==> src/rtl/wb_pkg.sv <==
// Shared encodings for the RV32I writeback stage: result selects, load funct3 codes, FSM states.
package wb_pkg;

  localparam logic [1:0] SEL_ALU  = 2'b00;
  localparam logic [1:0] SEL_LOAD = 2'b01;
  localparam logic [1:0] SEL_PC4  = 2'b10;

  localparam logic [2:0] F3_LB  = 3'b000;
  localparam logic [2:0] F3_LH  = 3'b001;
  localparam logic [2:0] F3_LW  = 3'b010;
  localparam logic [2:0] F3_LBU = 3'b100;
  localparam logic [2:0] F3_LHU = 3'b101;

  typedef enum logic [1:0] {
    S_IDLE     = 2'd0,
    S_WAIT_MEM = 2'd1,
    S_COMMIT   = 2'd2
  } wb_state_t;

endpackage

==> src/rtl/wb_load_align.sv <==
// Combinational load extractor: picks the byte/half/word addressed by addr_lo out of an
// aligned memory word, extends it per funct3, and flags misaligned or illegal load types.
module load_align
  import wb_pkg::*;
#(
  parameter int XLEN = 32
) (
  input  logic [2:0]      funct3_i,
  input  logic [1:0]      addr_lo_i,
  input  logic [XLEN-1:0] rdata_i,
  output logic [XLEN-1:0] data_o,
  output logic            err_o
);

  logic [7:0]  byte_v;
  logic [15:0] half_v;

  always_comb begin
    byte_v = rdata_i[{addr_lo_i, 3'b000} +: 8];
    half_v = addr_lo_i[1] ? rdata_i[31:16] : rdata_i[15:0];
    data_o = '0;
    err_o  = 1'b0;
    case (funct3_i)
      F3_LB:  data_o = {{(XLEN-8){byte_v[7]}}, byte_v};
      F3_LBU: data_o = {{(XLEN-8){1'b0}}, byte_v};
      F3_LH: begin
        data_o = {{(XLEN-16){half_v[15]}}, half_v};
        err_o  = addr_lo_i[0];
      end
      F3_LHU: begin
        data_o = {{(XLEN-16){1'b0}}, half_v};
        err_o  = addr_lo_i[0];
      end
      F3_LW: begin
        data_o = rdata_i;
        err_o  = (addr_lo_i != 2'b00);
      end
      default: err_o = 1'b1;
    endcase
  end

endmodule

==> src/rtl/wb_stage.sv <==
// RV32I writeback stage: selects ALU / load / PC+4 result, waits for load data, and drives
// the register-file write port plus bypass, load-pending hint and retired-instruction counter.
module wb_stage
  import wb_pkg::*;
#(
  parameter int XLEN  = 32,
  parameter int AW    = 5,
  parameter int CNT_W = 32
) (
  input  logic             clk,
  input  logic             rst,
  // Handshake: an instruction transfers on a clock edge where in_valid && in_ready.
  // in_ready is low only while a load waits for its data.
  input  logic             in_valid,
  output logic             in_ready,
  input  logic [AW-1:0]    in_rd,
  input  logic             in_rd_en,
  input  logic [1:0]       in_sel,
  input  logic [2:0]       in_funct3,
  input  logic [1:0]       in_addr_lo,
  input  logic [XLEN-1:0]  in_alu_result,
  input  logic [XLEN-1:0]  in_pc4,
  input  logic             mem_rvalid,
  input  logic [XLEN-1:0]  mem_rdata,
  output logic             WB,
  output logic [AW-1:0]    rd_address,
  output logic [XLEN-1:0]  write_data,
  output logic             fwd_valid,
  output logic [AW-1:0]    fwd_rd,
  output logic [XLEN-1:0]  fwd_data,
  output logic             load_pending,
  output logic [AW-1:0]    pend_rd,
  output logic             misalign_err,
  output logic [CNT_W-1:0] retired_count,
  output logic [1:0]       state_dbg
);

  wb_state_t        state_q;
  logic             wb_q;
  logic [AW-1:0]    rd_addr_q;
  logic [XLEN-1:0]  wdata_q;
  logic             pending_q;
  logic [AW-1:0]    pend_rd_q;
  logic             pend_rd_en_q;
  logic [2:0]       pend_f3_q;
  logic [1:0]       pend_lo_q;
  logic             err_q;
  logic [CNT_W-1:0] count_q;

  logic             accept;
  logic [2:0]       la_f3;
  logic [1:0]       la_lo;
  logic [XLEN-1:0]  la_data;
  logic             la_err;

  assign in_ready = (state_q != S_WAIT_MEM);
  assign accept   = in_valid && in_ready;

  // One aligner serves both uses: legality check of the incoming load (IDLE/COMMIT)
  // and data extraction for the captured load (WAIT_MEM).
  assign la_f3 = (state_q == S_WAIT_MEM) ? pend_f3_q : in_funct3;
  assign la_lo = (state_q == S_WAIT_MEM) ? pend_lo_q : in_addr_lo;

  load_align #(.XLEN(XLEN)) u_load_align (
    .funct3_i  (la_f3),
    .addr_lo_i (la_lo),
    .rdata_i   (mem_rdata),
    .data_o    (la_data),
    .err_o     (la_err)
  );

  always_ff @(posedge clk) begin
    if (rst) begin
      state_q      <= S_IDLE;
      wb_q         <= 1'b0;
      rd_addr_q    <= '0;
      wdata_q      <= '0;
      pending_q    <= 1'b0;
      pend_rd_q    <= '0;
      pend_rd_en_q <= 1'b0;
      pend_f3_q    <= '0;
      pend_lo_q    <= '0;
      err_q        <= 1'b0;
      count_q      <= '0;
    end else begin
      case (state_q)
        S_WAIT_MEM: begin
          if (mem_rvalid) begin
            state_q   <= S_COMMIT;
            wb_q      <= pend_rd_en_q && (pend_rd_q != '0);
            rd_addr_q <= pend_rd_q;
            wdata_q   <= la_data;
            pending_q <= 1'b0;
            pend_rd_q <= '0;
            count_q   <= count_q + {{(CNT_W-1){1'b0}}, 1'b1};
          end
        end
        default: begin
          wb_q  <= 1'b0;
          err_q <= 1'b0;
          if (!accept) begin
            state_q <= S_IDLE;
          end else if (in_sel == SEL_LOAD) begin
            if (la_err) begin
              state_q <= S_COMMIT;
              err_q   <= 1'b1;
            end else begin
              state_q      <= S_WAIT_MEM;
              pending_q    <= 1'b1;
              pend_rd_q    <= in_rd;
              pend_rd_en_q <= in_rd_en;
              pend_f3_q    <= in_funct3;
              pend_lo_q    <= in_addr_lo;
            end
          end else begin
            state_q   <= S_COMMIT;
            wb_q      <= in_rd_en && (in_rd != '0);
            rd_addr_q <= in_rd;
            wdata_q   <= (in_sel == SEL_PC4) ? in_pc4 : in_alu_result;
            count_q   <= count_q + {{(CNT_W-1){1'b0}}, 1'b1};
          end
        end
      endcase
    end
  end

  assign WB            = wb_q;
  assign rd_address    = rd_addr_q;
  assign write_data    = wdata_q;
  assign fwd_valid     = wb_q;
  assign fwd_rd        = rd_addr_q;
  assign fwd_data      = wdata_q;
  assign load_pending  = pending_q;
  assign pend_rd       = pend_rd_q;
  assign misalign_err  = err_q;
  assign retired_count = count_q;
  assign state_dbg     = state_q;

endmodule

==> config.mk <==
export PLATFORM = sky130hd
export DESIGN_NAME = wb_stage
export DESIGN_NICKNAME = d
export VERILOG_FILES = /design/src/rtl/wb_pkg.sv /design/src/rtl/wb_load_align.sv /design/src/rtl/wb_stage.sv
export SDC_FILE = /design/constraint.sdc
export NUM_CORES = 1
export LEC_CHECK = 0
export CAP_MARGIN = 40
export CORE_ASPECT_RATIO = 0.75
export CORE_MARGIN = 2
export CORE_UTILIZATION = 47
export DETAILED_ROUTE_END_ITERATION = 7
export PLACE_DENSITY_LB_ADDON = 0.12
export SYNTH_ARGS = -nofsm -noshare
export SYNTH_HDL_FRONTEND = slang
export SYNTH_HIERARCHICAL = 1
export SYNTH_SLANG_ARGS = --single-unit
==> constraint.sdc <==
create_clock -name clk -period 6.1 [get_ports clk]
set_clock_uncertainty 0.2 [all_clocks]
set_input_delay 0.915 -clock clk [delete_from_list [all_inputs] [get_ports clk]]
set_output_delay 0.915 -clock clk [all_outputs]
set_load 0.05 [all_outputs]
==> impl_metrics.yaml <==
floorplan:
  dieArea_um2: 12700
  die_w_um: 129
  core_um2: 11500
  rows: 34
  io_pins: 231
  initial_utilization_pct: 48.0
  die_height_um: 98.0
cts:
  postCtsSetupBuffers: 0
  cts_resized: 0
  cts_tree: "yes"
  numCtsBuffers: 9
  ctsHoldBuffers: 0
  clkLatencyLatePin_ns: 0.34
  htree_levels: 3
  clk_pin_slew_ns: 0.07
  clkSinkCount: 85
  cts_buffer_depth: 2
  cts-root-buf: "clkbuf_16"
global_routing:
  grt_first_pass_wirelength_um: 27700
  track_usage_pct: 27.1
  antenna_found_initial: 0
  grt_max_degree: 80
  grt.overflow.total: 0
  grt_pass1_vias: 5429
job:
  drv_cap: 0
timing:
  layout_setup_ws_ns: 2.07
  finalMaxSlewViolations: 0
  grt_setup_unrepaired: "false"
  setup_violations: 0
  hold_violations: 0
  finalCritPeriodShare_pct: 66.1
  period_minus_slack_ns: 4.03
  slew_headroom_pct: 36.2
  tightest_slew_ns: 0.958
  fmax_mhz: 248
  fin_tns_setup_ns: 0
placed_design:
  placed_area_um2: 7580
  hpwl_um: 13000
  place_ws_ns: 1.85
  gp_congestion: 0.988
  port_buffers: 230
  dp.cells: 983
synth:
  ys_warn_count: 6
  synth_cell_types: 67
  avgSynthCellArea_um2: 8.15
  yosysSeqAreaShare_pct: 30.8
  synthCells: 679
  ys_ff_latch: 85
  dominantRegCellSynth: "dfxtp_1"
  syn_area_um2: 5530
  synth-async-reset-ratio_pct: 0
  syn_nets: 793
  synth_edf_count: 0
finish:
  drive_gt1_share_pct: 7.53
  area.growth.synth_to_final_pct: 42.4
  fill_cells: 943
  antennaDiodeCount: 0
  final_cells: 999
  final_nets: 946
  final_cell_area_um2: 7880
critical_path:
  rrSetupSlack_ns: 2.07
  worstPathMaxFanout: 79
  cp_data_required_time_ns: 6.17
  start_kind: "flop"
  critical_path.endpoint_type: "flop"
  critPathArrivalTime_ns: 4.10
  critPathKind: "flop to flop"
route:
  postRouteAntennaNets: 0
  vias: 5877
  drcViolationCount: 0
  drt_pre_antenna_iters: 8
  drtIter0Drc: 502
  viasPerCell: 5.88
  wl_per_cell_um: 17.5
  drt_wl_total_um: 17500
power_and_ir_drop:
  cellLeakagePower_uw: 0.00291
  total_power_uw: 1650
  vdd_drop_max_uv: 127
  power.density_nw_per_um2: 210
min_path:
  min_path_type: "flop to flop"
status:
  status: "complete, no violations"
-- worst max-delay path, stage by stage (launching register included) --
cell     delay [ns]
dfxtp_1        0.38
nor2b_1        0.23
inv_2          0.06
buf_4          0.34
nand2_1        0.16
nand2_1        0.42
or2_2          0.58
o21a_1         0.21
o22a_1         0.23
nor4_2         0.84
nand2_1        0.15
a21oi_1        0.15
-- layout by cell type (no fill, tap or decap), types with 3 or more instances in the layout --
cell type	instances
a211o_1	32
a211oi_1	6
a211oi_2	10
a21oi_1	69
a221o_1	7
a22oi_1	18
a311oi_1	5
and4_1	4
buf_4	7
clkbuf_16	9
clkdlybuf4s50_1	229
dfxtp_1	85
inv_1	6
mux2_2	8
mux2i_1	37
nand2_1	98
nand2b_1	3
nand3_1	14
nand4_1	9
nor2_1	51
nor2b_1	15
nor4_1	3
o21ai_0	10
o221ai_1	5
o31ai_1	16
or3_1	4
or4_1	19
-- cell type report --
class | instances | area, µm² | share of cell area [%]
repair buffers | 239 | 2400 | 30.5
flip-flops and latches | 85 | 1700 | 21.6
clock buffers | 10 | 229 | 2.91
clock inverters | 6 | 71.3 | 0.905
multi-input cells | 490 | 3240 | 41.1
well taps | 162 | 203 | 2.57
inverters | 7 | 26.3 | 0.334
-- final timing paths --
path / start / end / cells past startpoint
setup / recovery: state_dbg[0] / pend_rd[1] / 11
hold / removal: pend_lo_q[0] / pend_lo_q[0] / 2
setup reg to reg: state_dbg[0] / pend_rd[1] / 11
hold reg to reg: pend_lo_q[0] / pend_lo_q[0] / 2
-- routing by layer --
metal	up-vias	share of wire [%]	wire length [µm]	global-route usage, %
met5	-	0	0	0
met4	0	1.8	314	8.61
met1	2765	45	7880	38.6
met3	27	8.7	1530	5.64
met2	304	44	7790	40.8
li1	2781	-	-	-
-- cell usage after synthesis, types with 4 or more instances --
master	instances	area (µm²)
o31ai_1	16	120
inv_1	6	22.5
nand4_1	9	56.3
a311oi_1	5	43.8
a211oi_1	6	45.0
nand2b_1	4	25.0
a211o_1	32	280
nor2_1	51	191
a22oi_1	18	135
and4_1	4	35.0
a221o_1	7	70.1
nor4_1	4	25.0
mux2i_1	37	370
nand3_1	14	70.1
o221ai_1	5	43.8
or3_1	4	25.0
clkbuf_1	36	135
mux2_2	8	90.1
a211oi_2	10	125
nor2b_1	15	93.8
buf_4	43	323
buf_1	4	15.0
or4_1	19	143
a21oi_1	69	345
nand2_1	98	368
dfxtp_1	85	1700
o21ai_0	10	50.1
buf_2	8	40.0
buf_6	5	56.3
-- sequential cells by signal (all words and copies together), names as in the netlist --
signal and count:
WB 1, fwd_data 32, fwd_rd 5, load_pending 1, misalign_err 1, pend_f3_q 3
pend_lo_q 2, pend_rd 5, pend_rd_en_q 1, retired_count 32, state_dbg 2
-- through the flow --
stage | utilization, % | hold WS [ns]
after floorplan | - | 0.233
after global placement | 65.1 | 0.242
after detailed placement | 65.7 | 0.248
after CTS | 68.3 | 0.264
after global routing | 68.3 | 0.286
final | 68.3 | 0.260
-- power by group --
group	switching, µW	internal [µW]	total, µW
registers	19.2	577	597
logic	285	200	485
clock network	247	322	570
total	551	1100	1650
-- logic make-up (layout without fill, tap and decap cells) --
| group | count (synthesis) | count (layout) | synth area share, % |
|---|---|---|---|
| AO/OA/AOI/OAI | 197 | 197 | 26.9 |
| XOR/XNOR | 2 | 2 | 0.317 |
| adder cells (fa/ha/maj) | 1 | 1 | 0.226 |
| buffers and inverters | 104 | 262 | 10.9 |
| flip-flops | 85 | 85 | 30.8 |
| multiplexers | 50 | 50 | 9.68 |
| AND/OR/NAND/NOR | 240 | 240 | 21.3 |
Note: power is estimated with default switching activity, not from simulation.
